## src/rtl/chip8_mem_pkg.sv

```systemverilog
// CHIP-8 memory arbiter shared constants.
// Requester indices and arbiter FSM encoding.
package chip8_mem_pkg;

  localparam int ADDR_W = 12;
  localparam int DATA_W = 8;

  localparam int REQ_CPU  = 0;
  localparam int REQ_DISP = 1;
  localparam int REQ_LOAD = 2;

  localparam logic [1:0] ST_IDLE  = 2'd0;
  localparam logic [1:0] ST_ISSUE = 2'd1;
  localparam logic [1:0] ST_WAIT  = 2'd2;
  localparam logic [1:0] ST_ACK   = 2'd3;

endpackage

```

## src/rtl/mem_arbiter_rr_pick.sv

```systemverilog
// Combinational round-robin picker.
// Searches from ptr_i+1 upward, wrapping.
module rr_pick #(
  parameter int NUM_REQ = 3,
  parameter int IW      = 2
) (
  input  logic [NUM_REQ-1:0] req_i,
  input  logic [IW-1:0]      ptr_i,
  output logic [IW-1:0]      gnt_o,
  output logic               valid_o
);

  always_comb begin
    int idx;
    idx     = 0;
    gnt_o   = '0;
    valid_o = 1'b0;
    // farthest first, so the nearest set bit wins
    for (int k = NUM_REQ; k >= 1; k--) begin
      idx = (int'(ptr_i) + k) % NUM_REQ;
      if (req_i[idx]) begin
        gnt_o   = IW'(idx);
        valid_o = 1'b1;
      end
    end
  end

endmodule

```

## src/rtl/mem_arbiter.sv

```systemverilog
// CHIP-8 4 KiB memory arbiter: round-robin,
// one transaction at a time, read watchdog.
module mem_arbiter
  import chip8_mem_pkg::*;
#(
  parameter int NUM_REQ    = 3,
  parameter int ADDR_WIDTH = ADDR_W,
  parameter int DATA_WIDTH = DATA_W,
  parameter int RD_TIMEOUT = 15
) (
  input  logic                       clk,
  input  logic                       rst_n,
  input  logic [NUM_REQ-1:0]         req,
  input  logic [NUM_REQ-1:0]         req_we,
  input  logic [NUM_REQ*ADDR_WIDTH-1:0] req_addr,
  input  logic [NUM_REQ*DATA_WIDTH-1:0] req_wdata,
  output logic [NUM_REQ-1:0]         ack,
  output logic [DATA_WIDTH-1:0]      rdata,
  output logic                       mem_read,
  output logic [ADDR_WIDTH-1:0]      mem_read_addr,
  input  logic [DATA_WIDTH-1:0]      mem_read_data,
  input  logic                       mem_read_ack,
  output logic                       mem_write,
  output logic [ADDR_WIDTH-1:0]      mem_write_addr,
  output logic [DATA_WIDTH-1:0]      mem_write_data,
  output logic                       busy,
  output logic                       err
);

  localparam int IW = (NUM_REQ > 1) ? $clog2(NUM_REQ) : 1;
  localparam int CW = $clog2(RD_TIMEOUT + 1);

  logic [1:0]            state_q, state_d;
  logic [IW-1:0]         gnt_q, gnt_d;
  logic [IW-1:0]         ptr_q, ptr_d;
  logic                  we_q, we_d;
  logic [ADDR_WIDTH-1:0] addr_q, addr_d;
  logic [DATA_WIDTH-1:0] wdata_q, wdata_d;
  logic [CW-1:0]         cnt_q, cnt_d;
  logic [NUM_REQ-1:0]    ack_q, ack_d;
  logic [DATA_WIDTH-1:0] rdata_q, rdata_d;
  logic                  rd_q, rd_d;
  logic                  wr_q, wr_d;
  logic                  busy_q, busy_d;
  logic                  err_q, err_d;

  logic [IW-1:0]         pick_gnt;
  logic                  pick_valid;

  rr_pick #(
    .NUM_REQ (NUM_REQ),
    .IW      (IW)
  ) u_pick (
    .req_i   (req),
    .ptr_i   (ptr_q),
    .gnt_o   (pick_gnt),
    .valid_o (pick_valid)
  );

  always_comb begin
    state_d = state_q;
    gnt_d   = gnt_q;
    ptr_d   = ptr_q;
    we_d    = we_q;
    addr_d  = addr_q;
    wdata_d = wdata_q;
    cnt_d   = cnt_q;
    rdata_d = rdata_q;
    err_d   = err_q;
    ack_d   = '0;
    rd_d    = 1'b0;
    wr_d    = 1'b0;
    unique case (state_q)
      ST_IDLE: begin
        if (pick_valid) begin
          gnt_d   = pick_gnt;
          ptr_d   = pick_gnt;
          we_d    = req_we[pick_gnt];
          addr_d  = req_addr[int'(pick_gnt)*ADDR_WIDTH +: ADDR_WIDTH];
          wdata_d = req_wdata[int'(pick_gnt)*DATA_WIDTH +: DATA_WIDTH];
          rd_d    = ~req_we[pick_gnt];
          wr_d    = req_we[pick_gnt];
          state_d = ST_ISSUE;
        end
      end
      ST_ISSUE: begin
        cnt_d = '0;
        if (we_q) begin
          ack_d[gnt_q] = 1'b1;
          state_d      = ST_ACK;
        end else begin
          state_d = ST_WAIT;
        end
      end
      ST_WAIT: begin
        if (mem_read_ack) begin
          rdata_d      = mem_read_data;
          ack_d[gnt_q] = 1'b1;
          state_d      = ST_ACK;
        end else if (cnt_q == CW'(RD_TIMEOUT)) begin
          rdata_d      = '0;
          err_d        = 1'b1;
          ack_d[gnt_q] = 1'b1;
          state_d      = ST_ACK;
        end else begin
          cnt_d = cnt_q + CW'(1);
        end
      end
      ST_ACK: state_d = ST_IDLE;
      default: state_d = ST_IDLE;
    endcase
    busy_d = (state_d != ST_IDLE);
  end

  always_ff @(posedge clk or negedge rst_n) begin
    if (!rst_n) begin
      state_q <= ST_IDLE;
      gnt_q   <= '0;
      ptr_q   <= IW'(NUM_REQ - 1);
      we_q    <= 1'b0;
      addr_q  <= '0;
      wdata_q <= '0;
      cnt_q   <= '0;
      ack_q   <= '0;
      rdata_q <= '0;
      rd_q    <= 1'b0;
      wr_q    <= 1'b0;
      busy_q  <= 1'b0;
      err_q   <= 1'b0;
    end else begin
      state_q <= state_d;
      gnt_q   <= gnt_d;
      ptr_q   <= ptr_d;
      we_q    <= we_d;
      addr_q  <= addr_d;
      wdata_q <= wdata_d;
      cnt_q   <= cnt_d;
      ack_q   <= ack_d;
      rdata_q <= rdata_d;
      rd_q    <= rd_d;
      wr_q    <= wr_d;
      busy_q  <= busy_d;
      err_q   <= err_d;
    end
  end

  assign ack            = ack_q;
  assign rdata          = rdata_q;
  assign mem_read       = rd_q;
  assign mem_read_addr  = addr_q;
  assign mem_write      = wr_q;
  assign mem_write_addr = addr_q;
  assign mem_write_data = wdata_q;
  assign busy           = busy_q;
  assign err            = err_q;

endmodule

```

## config.mk

```make
export PLATFORM = sky130hd
export DESIGN_NAME = mem_arbiter
export DESIGN_NICKNAME = d
export VERILOG_FILES = /design/src/rtl/chip8_mem_pkg.sv /design/src/rtl/mem_arbiter_rr_pick.sv /design/src/rtl/mem_arbiter.sv
export SDC_FILE = /design/constraint.sdc
export NUM_CORES = 1
export LEC_CHECK = 0
export ABC_AREA = 0
export BUFFER_PORTS_ARGS = -buffer_cell sky130_fd_sc_hd__buf_2
export CAP_MARGIN = 0
export CORE_AREA = 5 5 78 80
export CTS_CLUSTER_DIAMETER = 100
export CTS_CLUSTER_SIZE = 25
export DETAILED_ROUTE_END_ITERATION = 6
export DIE_AREA = 0 0 83 85
export PLACE_DENSITY = 0.84
export SLEW_MARGIN = 20
export SYNTH_ARGS = -nofsm -noshare
export SYNTH_HDL_FRONTEND = slang
export SYNTH_SLANG_ARGS = --single-unit
export TNS_END_PERCENT = 100
```

## constraint.sdc

```tcl
create_clock -name clk -period 7.57 [get_ports clk]
set_input_delay 1.1355 -clock clk [delete_from_list [all_inputs] [get_ports clk]]
set_output_delay 1.1355 -clock clk [all_outputs]
set_load 0.03 [all_outputs]
```

; Word level (Yosys, flattened, before mapping)
; Cells that the tools add are included.
[totals]
elab_cells = 83
input_bits = 77
out_inout_bits = 47
ff_bits = 46
[op_classes]
n_bitwise = 2
order_cmp = 6
n_shift = 2
mux = 37
reduce_logical = 9
addsub = 4
multipliers = 1
eq_ne = 6
div_mod_pow = 3
[op_table]
columns = operator, n
row1 = $lt A32 B4 Y1 const B, 3
row2 = $mod A32 B3 Y32 const B, 3
row3 = $shiftx A36 B7 Y12, 1
row4 = $shiftx A24 B6 Y8, 1
row5 = $mux W1, 16
row6 = $mux W8, 2
row7 = $mux W2, 6
row8 = $mux W3, 3
row9 = $bmux W1 S2, 4
row10 = $mux W4, 2
row11 = $pmux W2 S4, 1
row12 = $pmux W4 S2, 1
row13 = $add A2 B2 Y3 const B, 2
row14 = $lt A2 B3 Y1 const B, 2
row15 = $pmux W3 S2, 1
row16 = $reduce_and A3 Y1, 2
row17 = $reduce_bool A2 Y1, 3
row18 = $add A4 B1 Y4 const B, 1
row19 = $eq A2 B2 Y1 const B, 2
row20 = $eq A4 B4 Y1 const B, 1
row21 = $mul A2 B2 Y4 const B, 1
row22 = $ne A2 B2 Y1 const B, 2
row23 = $reduce_and A2 Y1, 2
row24 = $add A2 B1 Y3 const B, 1
row25 = 6 further kinds, 7

; Longest topological paths before layout
; Gate-level depths: netlist of the first run.
[logic_depth]
depth_word = 13
depth_mapped = 10
mapped_depth_nobuf = 8

; Modules after synthesis
; A second synthesis of the first run with hierarchy kept.
[hier_totals]
cells_unflattened = 257
hier_area_um2 = 2529.9
[by_module_without_submodules]
columns = mod, seq_area_each_um2, cells_each, instances, area_each_um2
row1 = mem_arbiter, 1127.3, 230, 1, 2338.5
row2 = rr_pick, 0.0, 27, 1, 191.4

; Worst setup path after synthesis of the first run
; OpenSTA, ideal clock, no wires.
[synth_path]
path_type = in2reg
start = in req[1]
end = reg we_q
path_buffers = 0
stages = 6
slack_ns = 4.913
required_time_ns = 7.445
setup_ns = 0.125
arrival_ns = 2.532
path_cell_list = mux2i_1 > o22ai_2 > mux2_1 > a221oi_1 > a22oi_1 > mux2_2
[synth_via]
elab_chain_len = 8
word_cells_on_any_way = 18
cone_classes = 17 x mux / 1 x reduce/logical
[synth_rtl]
columns = item, line_no
row1 = "start, declared", mem_arbiter.sv:13  ; input logic [NUM_REQ-1:0] req,
row2 = $bmux W1 S2, mem_arbiter_rr_pick.sv:21  ; if (req_i[idx]) begin
row3 = $mux W1 (implied by the code) (2 in series), mem_arbiter_rr_pick.sv:21
row4 = $mux W2 (3 in series), mem_arbiter_rr_pick.sv:21
row5 = $bmux W1 S2, mem_arbiter.sv:78  ; we_d = req_we[pick_gnt];
row6 = $mux W1 (implied by the code), mem_arbiter.sv:78
row7 = "end signal, assigned", mem_arbiter.sv:134  ; we_q <= we_d;
row8 = "end, declared", mem_arbiter.sv:36  ; logic we_q, we_d;
; Parallel ways exist; a longest one is shown, timed or not. The select of a mux whose other input is x is not followed.
; A chain may end at the register's enable or synchronous reset.

==> results of run 1 <==
-- sequential cells by signal, summed over array words and instances (netlist names) --
signal / count
mem_read_addr: 12
mem_write_data: 8
busy: 1
state_q: 2
err: 1
ptr_q: 1
mem_write: 1
rdata: 8
gnt_q: 2
mem_read: 1
we_q: 1
ack: 3
cnt_q: 4
-- metal layers --
metal  share of wire  GRT usage  vias to the layer above  routed length (µm)
met1            0.40      0.226                     1030                2660
met3           0.083     0.0641                        7                 549
met4           0.011     0.0461                        0                  73
met2            0.50      0.339                       97                3300
met5               0          0                        -                   0
li1                -          -                     1087                   -
-- placed cells by master, fill, tap and decap left out, types with 2 or more instances in the layout --
cell      synthesis  layout
buf_2             2     122
nand2_1          51      51
dfrtp_1          44      44
mux2i_1          26      26
o221ai_1         20      20
a22o_1            9       9
inv_1             8       8
ha_1              8       8
nor2_1            5       5
clkbuf_8          0       5
nand2b_1          4       4
nor3b_1           4       4
nor2b_1           3       3
o21ai_1           3       3
buf_4            13       3
nor3_1            2       2
o31ai_4           1       2
o21ai_0           2       2
or2_1             2       2
mux2_1            2       2
o31ai_1           2       2
mux2_2            2       2
-- power breakdown --
group,internal [W],switching (W),total [W]
logic,0.000337,0.000605,0.000941
registers,0.000347,0.0000680,0.000415
clock network,0.0000959,0.0000767,0.000173
total,0.000779,0.000749,0.00153
-- how the worst min path moves through the flow --
stage          cells past startpoint     end     start
2_1_floorplan                      1  ack[0]  gnt_q[1]
3_3_place_gp                       1     err       err
3_5_place_dp                       1     err       err
4_1_cts                            1  ack[0]  gnt_q[1]
5_1_grt                            1  ack[0]  gnt_q[1]
6_report                           1     err       err
-- through the flow --
step           hold WS [ns]  power (W)  std cells
2_1_floorplan         0.444    0.00117        246
3_3_place_gp          0.449    0.00133        417
3_5_place_dp          0.467    0.00137        417
4_1_cts               0.481    0.00154        424
5_1_grt               0.493    0.00164        424
6_report              0.477    0.00153        424
-- kinds of logic after synthesis --
kind of cell	count (synthesis)	share of synthesized area
mux	31	0.129
simple gates	76	0.136
buf+inv	35	0.0806
xor+xnor	1	0.00344
compound gates	50	0.169
fa+ha+maj	8	0.0393
flops	45	0.443
-- area by class of cell --
class | instances | share of cell area
flip-flops and latches | 45 | 0.351
clock buffers | 5 | 0.0214
multi-input cells | 166 | 0.381
repair buffers | 125 | 0.197
inverters | 9 | 0.0105
clock inverters | 2 | 0.0109
well taps | 72 | 0.0281
-- critical path: stages, from the launching register on --
cell and delay [ns]:
dfrtp_1 0.44, inv_1 0.10, ha_1 0.56, mux2i_1 0.27, o22ai_2 0.20, o31ai_4 0.27
buf_4 0.42, or2_1 0.64, o221ai_1 0.25
==> flow_metrics.tcl, run 1 <==
set metrics [dict create \
    status "finished, final reports clean" \
    postCtsSetupBuffers 0 \
    pre_cts_slack_ns 4.15 \
    grt-ovfl-total 0 \
    final_area_um2 3210 \
    drive_gt1_frac 0.406 \
    setup_violations 0 \
    syn_nets 331 \
    synth_area_um2 2540 \
    place_area_um2 3100 \
    crit_path_start "gnt_q[0]" \
    io_buffers 123 \
    worstReg2RegEnd "mem_write_data[6]" \
    worstSetupPathType "reg2reg" \
    worst_pin_slew_ns 0.714 \
    htreeDepth 2 \
    post_drt_wl_per_cell_um 15.5 \
    hold_violations 0 \
    grt_start_max_net_pins 50 \
    first_global_vias 2331 \
    finalMaxSlewViolations 0 \
    crit_arrival_ns 3.47 \
    clockBufferDepth 2 \
    place_congestion 0.811 \
    dieArea_um2 7060 \
    postSynthAreaPerCell_um2 10.3 \
    fin_worst_skew_ns 0.00700 \
    endpoint "mem_write_data[6]" \
    die_w_um 83 \
    fp.coreArea_um2 5340 \
    cts_inserted_buffers 5 \
    yosysWarnings 0 \
    clock_latency_ns 0.30 \
    grt_antenna_before_repair 0 \
    grt_pass1_wl_um 11200 \
    vias 2221 \
    synth_edf_count 0 \
    grtUsageTotal 0.192 \
    cp_max_fo 49 \
    reg2reg_depth 8 \
    yosysSeqAreaShare 0.443 \
    yosys.area.top_type "dfrtp_1" \
    rows 27 \
    fin_nets 437 \
    root_buffer "clkbuf_8" \
    synth_cell_types 46 \
    r2r_start "gnt_q[0]" \
    period_needed_ns 3.33 \
    power.density_nw_per_um2 476 \
    first_pass_iters 4 \
    via_per_inst 5.24 \
    fillCellCount 486 \
    seqCellArea_um2 1130 \
    crit_path_start_kind "flop" \
    rsz0062_at_grt "no" \
    final_core_util 0.601 \
    drc 0 \
    drtAntennaViolNets 0 \
    slew_headroom 0.524 \
    cts_resized 0 \
    cts_hold_buf 0 \
    cts.sinks 45 \
    ys_top_cells_by_area "dfrtp_1, mux2i_1, nand2_1" \
    synth_most_common_cell "nand2_1" \
    ir_drop_mv 0.269 \
    multiInputGateArea_um2 1220 \
    cts_tree "built" \
    ys.flop_type "dfrtp_1" \
    synth_top_cell_area_share 0.433 \
    setup_tns_ns 0 \
    die_height_um 85 \
    ys_ff_latch 45 \
    num_io_pins 124 \
    reg2reg_slack_ns 4.24 \
    max-cap-violations 0 \
    cp_data_required_time_ns 7.71 \
    area.growth.synth_to_final_pct 26.1 \
    totalWireLength_um 6580 \
    dr.first_iter.drc_count 54 \
    fmax_ghz 0.300 \
    hp-class "reg2reg" \
    crit_path_end_kind "flop" \
    synth_commonest_cells "nand2_1, dfrtp_1, mux2i_1, o221ai_1, buf_4" \
    antenna_cells 0 \
    dp.final_hpwl_um 5070 \
    setup_slack_ns 4.24 \
    clk_pin_slew_ns 0.09 \
    start_util 0.477 \
    netlist_instances 246 \
    leakagePower_nw 1.66 \
    async_reset_ff_frac 1.00 \
    period_share 0.440 \
]
No activity file was read; power rests on OpenSTA's default activity.
==> run 2: changes to the inputs <==
CORE_AREA = 5 5 81 83   (was 5 5 78 80)
DIE_AREA = 0 0 86 88   (was 0 0 83 85)
PLACE_DENSITY = 0.78   (was 0.84)
clock period = 3.35 ns   (was 7.57 ns; I/O delays follow)
==> run 2 against run 1 <==
Sequential cell count is the same. Combinational power grew 130%. Cell count grew 1.4%. Core utilization shrank 4.3 points. Wire length shrank 3.2%. Clock skew shrank 0.0017 ns. Via count grew 1.0%. Design area grew 0.51%. First-iteration DRC count grew 44%. Critical path type unchanged. Largest power group unchanged.
==> flow_metrics.tcl, run 2 (synthesized netlist as in run 1, its figures left out) <==
set metrics [dict create \
    hp-class "in2async" \
    drc 0 \
    reg2reg_depth 8 \
    worstSetupPathType "reg2reg" \
    fp.coreArea_um2 5780 \
    crit_path_start_kind "flop" \
    grt_pass1_wl_um 10200 \
    fin_nets 439 \
    antenna_cells 0 \
    dieArea_um2 7570 \
    cp_max_fo 11 \
    clk_pin_slew_ns 0.08 \
    period_needed_ns 2.89 \
    dp.final_hpwl_um 5010 \
    place_area_um2 3120 \
    final_common_cell "buf_2" \
    via_per_inst 5.22 \
    clock_latency_ns 0.29 \
    multiInputGateArea_um2 1220 \
    cts_tree "built" \
    power.density_nw_per_um2 1060 \
    setup_violations 0 \
    rsz0062_at_grt "no" \
    place_congestion 0.923 \
    fin_worst_skew_ns 0.00525 \
    worst_pin_slew_ns 0.559 \
    dr.first_iter.drc_count 78 \
    hold_violations 0 \
    clockBufferDepth 2 \
    finalMaxSlewViolations 0 \
    cts_hold_buf 0 \
    leakagePower_nw 1.67 \
    drive_gt1_frac 0.411 \
    max-cap-violations 0 \
    ir_drop_mv 0.612 \
    die_w_um 86 \
    final_area_um2 3230 \
    cts_inserted_buffers 5 \
    cp_data_required_time_ns 3.53 \
    grtUsageTotal 0.167 \
    start_util 0.440 \
    area.growth.synth_to_final_pct 26.7 \
    period_share 0.863 \
    fillCellCount 533 \
    cts.sinks 45 \
    htreeDepth 2 \
    drtAntennaViolNets 0 \
    postCtsSetupBuffers 0 \
    post_drt_wl_per_cell_um 14.8 \
    fmax_ghz 0.346 \
    crit_path_end_kind "flop" \
    first_pass_iters 4 \
    totalWireLength_um 6370 \
    io_buffers 123 \
    vias 2244 \
    setup_tns_ns 0 \
    status "finished, final reports clean" \
    final_cell_mix "buf_2, nand2_1, dfrtp_1" \
    crit_arrival_ns 3.07 \
    die_height_um 88 \
    grt_start_max_net_pins 46 \
    slew_headroom 0.627 \
    num_io_pins 124 \
    rows 28 \
    seqCellArea_um2 1130 \
    cts_resized 0 \
    root_buffer "clkbuf_8" \
    largest_reg_flops 12 \
    first_global_vias 2213 \
    grt-ovfl-total 0 \
    grt_antenna_before_repair 0 \
]
[run 2: changes by cell type in the layout (fill, tap and decap cells not counted)]
cell and change:
bufinv_16 -1, clkbuf_8 +2, buf_4 +2
[run 2: power by group]
part | switching [W] | internal, W | total [W]
Combinational | 0.00135 | 0.000777 | 0.00212
Clock | 0.000168 | 0.000186 | 0.000355
Sequential | 0.000147 | 0.000783 | 0.000930
Total | 0.00166 | 0.00175 | 0.00341
[run 2: layer usage]
| layer | part of all wire | track usage | vias up |
|---|---|---|---|
| li1 | - | - | 1092 |
| met1 | 0.42 | 0.218 | 1064 |
| met2 | 0.49 | 0.280 | 81 |
| met3 | 0.075 | 0.0414 | 7 |
| met4 | 0.0096 | 0.0432 | 0 |
| met5 | 0 | 0 | - |
[run 2: area by class of cell]
| class | count | area share |
|---|---|---|
| timing repair buffer | 127 | 0.201 |
| clock buffer | 7 | 0.0299 |
| multi-input combinational | 166 | 0.379 |
| inverter | 9 | 0.0105 |
| sequential | 45 | 0.349 |
| clock inverter | 1 | 0.00155 |
| tap | 75 | 0.0291 |
[run 2: worst paths after layout]
| path | startpoint | to | slack [ns] |
|---|---|---|---|
| min reg2reg | err | err | 0.47 |
| max | gnt_q[0] | we_q | 0.46 |
| min | rst_n | cnt_q[0] | 0.20 |
| max reg2reg | gnt_q[0] | we_q | 0.46 |
| max in group asynchronous | rst_n | ptr_q[1] | 2.76 |
| min in group clk | mem_read_data[0] | rdata[0] | 0.44 |
[run 2: worst max-delay path, cell delays in order (launching register included)]
cell,delay [ns]
dfrtp_1,0.44
inv_1,0.10
ha_1,0.56
mux2i_1,0.15
o22ai_2,0.39
mux2_1,0.36
a221oi_1,0.29
a22oi_1,0.18
mux2_2,0.30
[run 2: metrics by stage]
stage | hold slack (ns) | cells | util | total power (W) | setup WS [ns]
after CTS | 0.398 | 430 | 0.558 | 0.00346 | 0.451
after global placement | 0.454 | 422 | 0.540 | 0.00303 | 0.581
after detailed placement | 0.461 | 422 | 0.540 | 0.00309 | 0.459
final | 0.202 | 430 | 0.558 | 0.00341 | 0.459
after floorplan | 0.207 | 246 | - | 0.00265 | 0.949
after global routing | 0.241 | 430 | 0.558 | 0.00367 | 0.214
